## config.mk

```make
export PLATFORM = sky130hd
export DESIGN_NAME = nibble_serial_adder
export DESIGN_NICKNAME = d
export VERILOG_FILES = /design/src/rtl/nibble_serial_adder.sv
export SDC_FILE = /design/constraint.sdc
export NUM_CORES = 1
export LEC_CHECK = 0
export ABC_AREA = 1
export CELL_PAD_IN_SITES_DETAIL_PLACEMENT = 0
export CELL_PAD_IN_SITES_GLOBAL_PLACEMENT = 1
export CORE_AREA = 4 4 89 91
export CTS_BUF_LIST = sky130_fd_sc_hd__clkbuf_8
export DETAILED_ROUTE_END_ITERATION = 7
export DIE_AREA = 0 0 93 95
export GPL_ROUTABILITY_DRIVEN = 0
export GPL_TIMING_DRIVEN = 0
export PLACE_DENSITY = 0.87
export SYNTH_ARGS = -nofsm -noshare
export SYNTH_HDL_FRONTEND = slang
export SYNTH_SLANG_ARGS = --single-unit
export TNS_END_PERCENT = 50
```

## constraint.sdc

```tcl
create_clock -name clk -period 5.7 [get_ports clk]
set_clock_uncertainty 0.2 [all_clocks]
set_input_delay 1.14 -clock clk [delete_from_list [all_inputs] [get_ports clk]]
set_output_delay 1.14 -clock clk [all_outputs]
set_load 0.005 [all_outputs]
```

## src/rtl/nibble_serial_adder.sv

```systemverilog
// WIDTH-bit adder that streams operands LS-nibble first through one 4-bit adder.
// The carry is held between cycles; the result lands in output registers on the last step.

module four_adder (
    input  logic [3:0] a_i,
    input  logic [3:0] b_i,
    input  logic       cin_i,
    output logic [3:0] sum_o,
    output logic       carry_o
);
    logic [4:0] full;

    assign full    = {1'b0, a_i} + {1'b0, b_i} + {4'b0000, cin_i};
    assign sum_o   = full[3:0];
    assign carry_o = full[4];
endmodule

module nibble_serial_adder #(
    parameter int WIDTH = 16
) (
    input  logic             clk,
    input  logic             rst_n,
    input  logic             in_valid_i,
    output logic             in_ready_o,
    input  logic [WIDTH-1:0] op_a_i,
    input  logic [WIDTH-1:0] op_b_i,
    input  logic             cin_i,
    output logic             out_valid_o,
    input  logic             out_ready_i,
    output logic [WIDTH-1:0] sum_o,
    output logic             cout_o,
    output logic             overflow_o,
    output logic             busy_o,
    output logic [1:0]       state_o
);
    // Handshakes: a transfer happens on a rising edge where valid && ready.
    // in_ready_o depends only on state, never on out_ready_i.
    localparam int N  = WIDTH / 4;
    localparam int IW = (N > 1) ? $clog2(N) : 1;
    localparam logic [IW-1:0] LAST = IW'(N - 1);

    typedef enum logic [1:0] {
        IDLE = 2'd0,
        RUN  = 2'd1,
        DONE = 2'd2
    } state_e;

    state_e           state_q, state_d;
    logic [WIDTH-1:0] a_q, a_d;
    logic [WIDTH-1:0] b_q, b_d;
    logic [WIDTH-1:0] res_q, res_d;
    logic [WIDTH-1:0] sum_q, sum_d;
    logic             carry_q, carry_d;
    logic             cout_q, cout_d;
    logic             ovf_q, ovf_d;
    logic [IW-1:0]    idx_q, idx_d;

    logic [3:0]       add_sum;
    logic             add_carry;
    logic [WIDTH-1:0] res_next;

    four_adder u_four_adder (
        .a_i     (a_q[3:0]),
        .b_i     (b_q[3:0]),
        .cin_i   (carry_q),
        .sum_o   (add_sum),
        .carry_o (add_carry)
    );

    assign res_next = {add_sum, res_q[WIDTH-1:4]};

    always_comb begin
        state_d = state_q;
        a_d     = a_q;
        b_d     = b_q;
        res_d   = res_q;
        sum_d   = sum_q;
        carry_d = carry_q;
        cout_d  = cout_q;
        ovf_d   = ovf_q;
        idx_d   = idx_q;
        case (state_q)
            IDLE: begin
                if (in_valid_i) begin
                    a_d     = op_a_i;
                    b_d     = op_b_i;
                    carry_d = cin_i;
                    res_d   = '0;
                    idx_d   = '0;
                    state_d = RUN;
                end
            end
            RUN: begin
                a_d     = a_q >> 4;
                b_d     = b_q >> 4;
                res_d   = res_next;
                carry_d = add_carry;
                idx_d   = idx_q + 1'b1;
                if (idx_q == LAST) begin
                    // Bit 3 of the final nibble is the operand/result sign bit.
                    sum_d   = res_next;
                    cout_d  = add_carry;
                    ovf_d   = (a_q[3] == b_q[3]) && (add_sum[3] != a_q[3]);
                    idx_d   = '0;
                    state_d = DONE;
                end
            end
            DONE: begin
                if (out_ready_i) begin
                    state_d = IDLE;
                end
            end
            default: state_d = IDLE;
        endcase
    end

    always_ff @(posedge clk or negedge rst_n) begin
        if (!rst_n) begin
            state_q <= IDLE;
            a_q     <= '0;
            b_q     <= '0;
            res_q   <= '0;
            sum_q   <= '0;
            carry_q <= 1'b0;
            cout_q  <= 1'b0;
            ovf_q   <= 1'b0;
            idx_q   <= '0;
        end else begin
            state_q <= state_d;
            a_q     <= a_d;
            b_q     <= b_d;
            res_q   <= res_d;
            sum_q   <= sum_d;
            carry_q <= carry_d;
            cout_q  <= cout_d;
            ovf_q   <= ovf_d;
            idx_q   <= idx_d;
        end
    end

    assign in_ready_o  = (state_q == IDLE);
    assign out_valid_o = (state_q == DONE);
    assign busy_o      = (state_q == RUN);
    assign sum_o       = sum_q;
    assign cout_o      = cout_q;
    assign overflow_o  = ovf_q;
    assign state_o     = state_q;
endmodule
```

==> results.sh <==
export IMPL_dp_hpwl_um=4610
export IMPL_post_cts_hold_buffer_count=0
export IMPL_cts_tree="built"
export IMPL_synth_edff_count=0
export IMPL_yosys_warnings=0
export IMPL_yosysUniqueCellTypes=31
export IMPL_max_freq_mhz=320
export IMPL_crit_start="state_o[0]"
export IMPL_grt_pass1_vias=2323
export IMPL_sum_neg_setup_slack_ns=0
export IMPL_insertion_delay_ns=0.34
export IMPL_end_kind="primary output"
export IMPL_cts_root_to_sink_buffers=2
export IMPL_netlist_area_leader_share_pct=54.4
export IMPL_start_kind="flop"
export IMPL_yosys_register_bits=67
export IMPL_reg_to_reg_critical_path_startpoint="a_q[0]"
export IMPL_cts_clk_slew_worst_paths_ns=0.07
export IMPL_synthArstFlopShare_pct=100
export IMPL_status="completed"
export IMPL_synthDominantAreaCellType="dfrtp_1"
export IMPL_num_nets_final=430
export IMPL_regToRegSetupSlack_ns=3.65
export IMPL_io_pins=60
export IMPL_post_route_cells_drive_above_1_share_pct=15.3
export IMPL_place_worst_setup_slack_ns=2.93
export IMPL_dieHeight_um=95
export IMPL_tightest_slew_ns=0.813
export IMPL_final_critical_path_setup_slack_ns=2.57
export IMPL_cts_num_sinks=67
export IMPL_antenna_cells_inserted=0
export IMPL_fillerInstances=669
export IMPL_power_static_leakage_nw=1.82
export IMPL_initial_core_utilization_pct=43.1
export IMPL_finalHoldViolCount=0
export IMPL_die_width_um=93
export IMPL_grt_max_degree=68
export IMPL_layout_worst_path_cycle_share_pct=54.9
export IMPL_synth_net_count=361
export IMPL_timing_final_max_slew_violations=0
export IMPL_critical_path_endpoint="busy_o"
export IMPL_timing_final_setup_violations=0
export IMPL_grt_overflow_total=0
export IMPL_syn_instance_count=318
export IMPL_critical_path_arrival_ns=1.79
export IMPL_avgRoutedWirePerCell_um=12.7
export IMPL_r2r_cells=6
export IMPL_avgSynthCellArea_um2=9.68
export IMPL_synth_main_ff_cell="dfrtp_1"
export IMPL_flow_area_growth_from_synthesis_pct=28.4
export IMPL_yosysSeqAreaShare_pct=54.4
export IMPL_worst_slew_margin_rel_pct=45.8
export IMPL_post_route_drc_count=0
export IMPL_final_cell_utilization_of_the_core_pct=55.4
export IMPL_std_cell_rows=31
export IMPL_global_route_wire_length_before_repair_um=10400
export IMPL_max_vdd_ir_drop_mv=0.196
export IMPL_final_period_minus_worst_setup_slack_ns=3.13
export IMPL_worst_setup_path_type="flop to primary output"
export IMPL_synth_most_common_cell="nand2_1"
export IMPL_antenna_violations_before_repair=0
export IMPL_detailed_routing_iterations_pass_1=7
export IMPL_cts_resized=0
export IMPL_commonest_cells_post_synth="72 x nand2_1, 67 x dfrtp_1, 29 x nor2_1, 29 x o21ai_0, 20 x o21ai_1"
export IMPL_timing_critical_path_required_ns=4.36
export IMPL_vias_after_detailed_routing=2372
export IMPL_crit_path_max_fanout=10
export IMPL_place_port_buffers=58
export IMPL_cts_max_level=3
export IMPL_power_density_nw_per_um2=560
export IMPL_crit_reg2reg_capture="carry_q"
export IMPL_postRouteWirelength_um=6240
export IMPL_grt_setup_unrepaired="no"
export IMPL_syn_cell_area_um2=3080
export IMPL_average_vias_per_placed_instance=4.83
export IMPL_track_usage_pct=15.4
export IMPL_placeableCoreArea_um2=7140
export IMPL_postCtsSetupBuffers=0
export IMPL_synth_top_cells_by_area="dfrtp_1 54%, nand2_1 8.8%, o21ai_0 4.7%"
export IMPL_ctsRootBufferMaster="clkbuf_8"
export IMPL_die_area_um2=8840
export IMPL_max_cap_viol=0
export IMPL_dr_first_iter_drc_count=97
export IMPL_antenna_nets_post_route=0
export IMPL_numCtsBuffers=9
export IMPL_min_delay_path_class="flop to flop"
[sequential cells by signal (all words and copies together), names as in the netlist]
register,cells
overflow_o,1
b_q,16
sum_o,16
carry_q,1
res_q,12
a_q,16
idx_q,2
state_o,2
cout_o,1
[logic make-up after synthesis]
logic type,synth area share [%]
adders and majority gates,2.93
DFF,54.4
xor gates and xnor gates,0.284
buffers and inverters,7.96
AOI/OAI and AO/OA,16.7
and+or+nand+nor,17.6
[routing by layer]
metal  share of wire (%)  routed length [um]  vias up  GRT usage (%)
li1                    -                   -     1184              -
met1                  44                2750     1120           17.4
met2                  49                3060       55           27.4
met3                 4.8                 302       13           3.59
met4                 2.0                 122        0           7.45
met5                   0                   0        -              0
[through the flow]
stage / hold WS (ns) / instances / instance area, um^2 / power (mW)
floorplan: 0.237 / 318 / 3080 / 1.55
global placement: 0.249 / 475 / 3780 / 1.87
detailed placement: 0.255 / 475 / 3780 / 1.90
CTS: 0.271 / 491 / 3950 / 2.24
global route: 0.294 / 491 / 3950 / 2.41
finish: 0.265 / 491 / 3950 / 2.21
[layout make-up]
cell class	instances	area, um^2	share of cell area, %
well taps	99	124	3.13
inverters	21	88.8	2.25
clock inverters	5	21.3	0.538
clock buffers	11	151	3.83
multi-input cells	213	1160	29.3
plain buffers	17	156	3.96
repair buffers	58	578	14.6
flip-flops and latches	67	1680	42.4
[critical path: stages (launching register included)]
cell	delay (ns)
dfrtp_1	0.36
buf_6	0.16
inv_4	0.07
nor2_4	0.08
buf_2	0.23
clkdlybuf4s50_1	0.54
[where the power goes]
group / leakage [nW] / switching, mW / total [mW] / internal [mW]
Sequential: 0.849 / 0.110 / 0.797 / 0.686
Combinational: 0.865 / 0.595 / 1.08 / 0.482
Clock: 0.103 / 0.166 / 0.341 / 0.175
Total: 1.82 / 0.871 / 2.21 / 1.34
[how the worst min path moves through the flow]
stage / from / to / cells past startpoint / slack [ns]
finish: b_q[14] / b_q[14] / 2 / 0.26
floorplan: a_q[12] / a_q[12] / 2 / 0.24
global route: b_q[12] / b_q[12] / 2 / 0.29
global placement: b_q[14] / b_q[14] / 2 / 0.25
CTS: b_q[14] / b_q[14] / 2 / 0.27
detailed placement: b_q[14] / b_q[14] / 2 / 0.25
[cells in the final DEF (no fill, tap or decap), types with 3 or more instances in the layout]
| cell type | instances |
|---|---|
| o22ai_1 | 10 |
| nor2_1 | 29 |
| nand3_1 | 15 |
| clkbuf_8 | 11 |
| inv_1 | 21 |
| buf_2 | 3 |
| clkdlybuf4s50_1 | 57 |
| o21ai_2 | 16 |
| nand2_1 | 72 |
| buf_4 | 4 |
| o21ai_0 | 29 |
| dfrtp_1 | 67 |
| buf_6 | 7 |
| o21ai_1 | 20 |
| ha_1 | 4 |
Power figures use the tool's default switching activity.
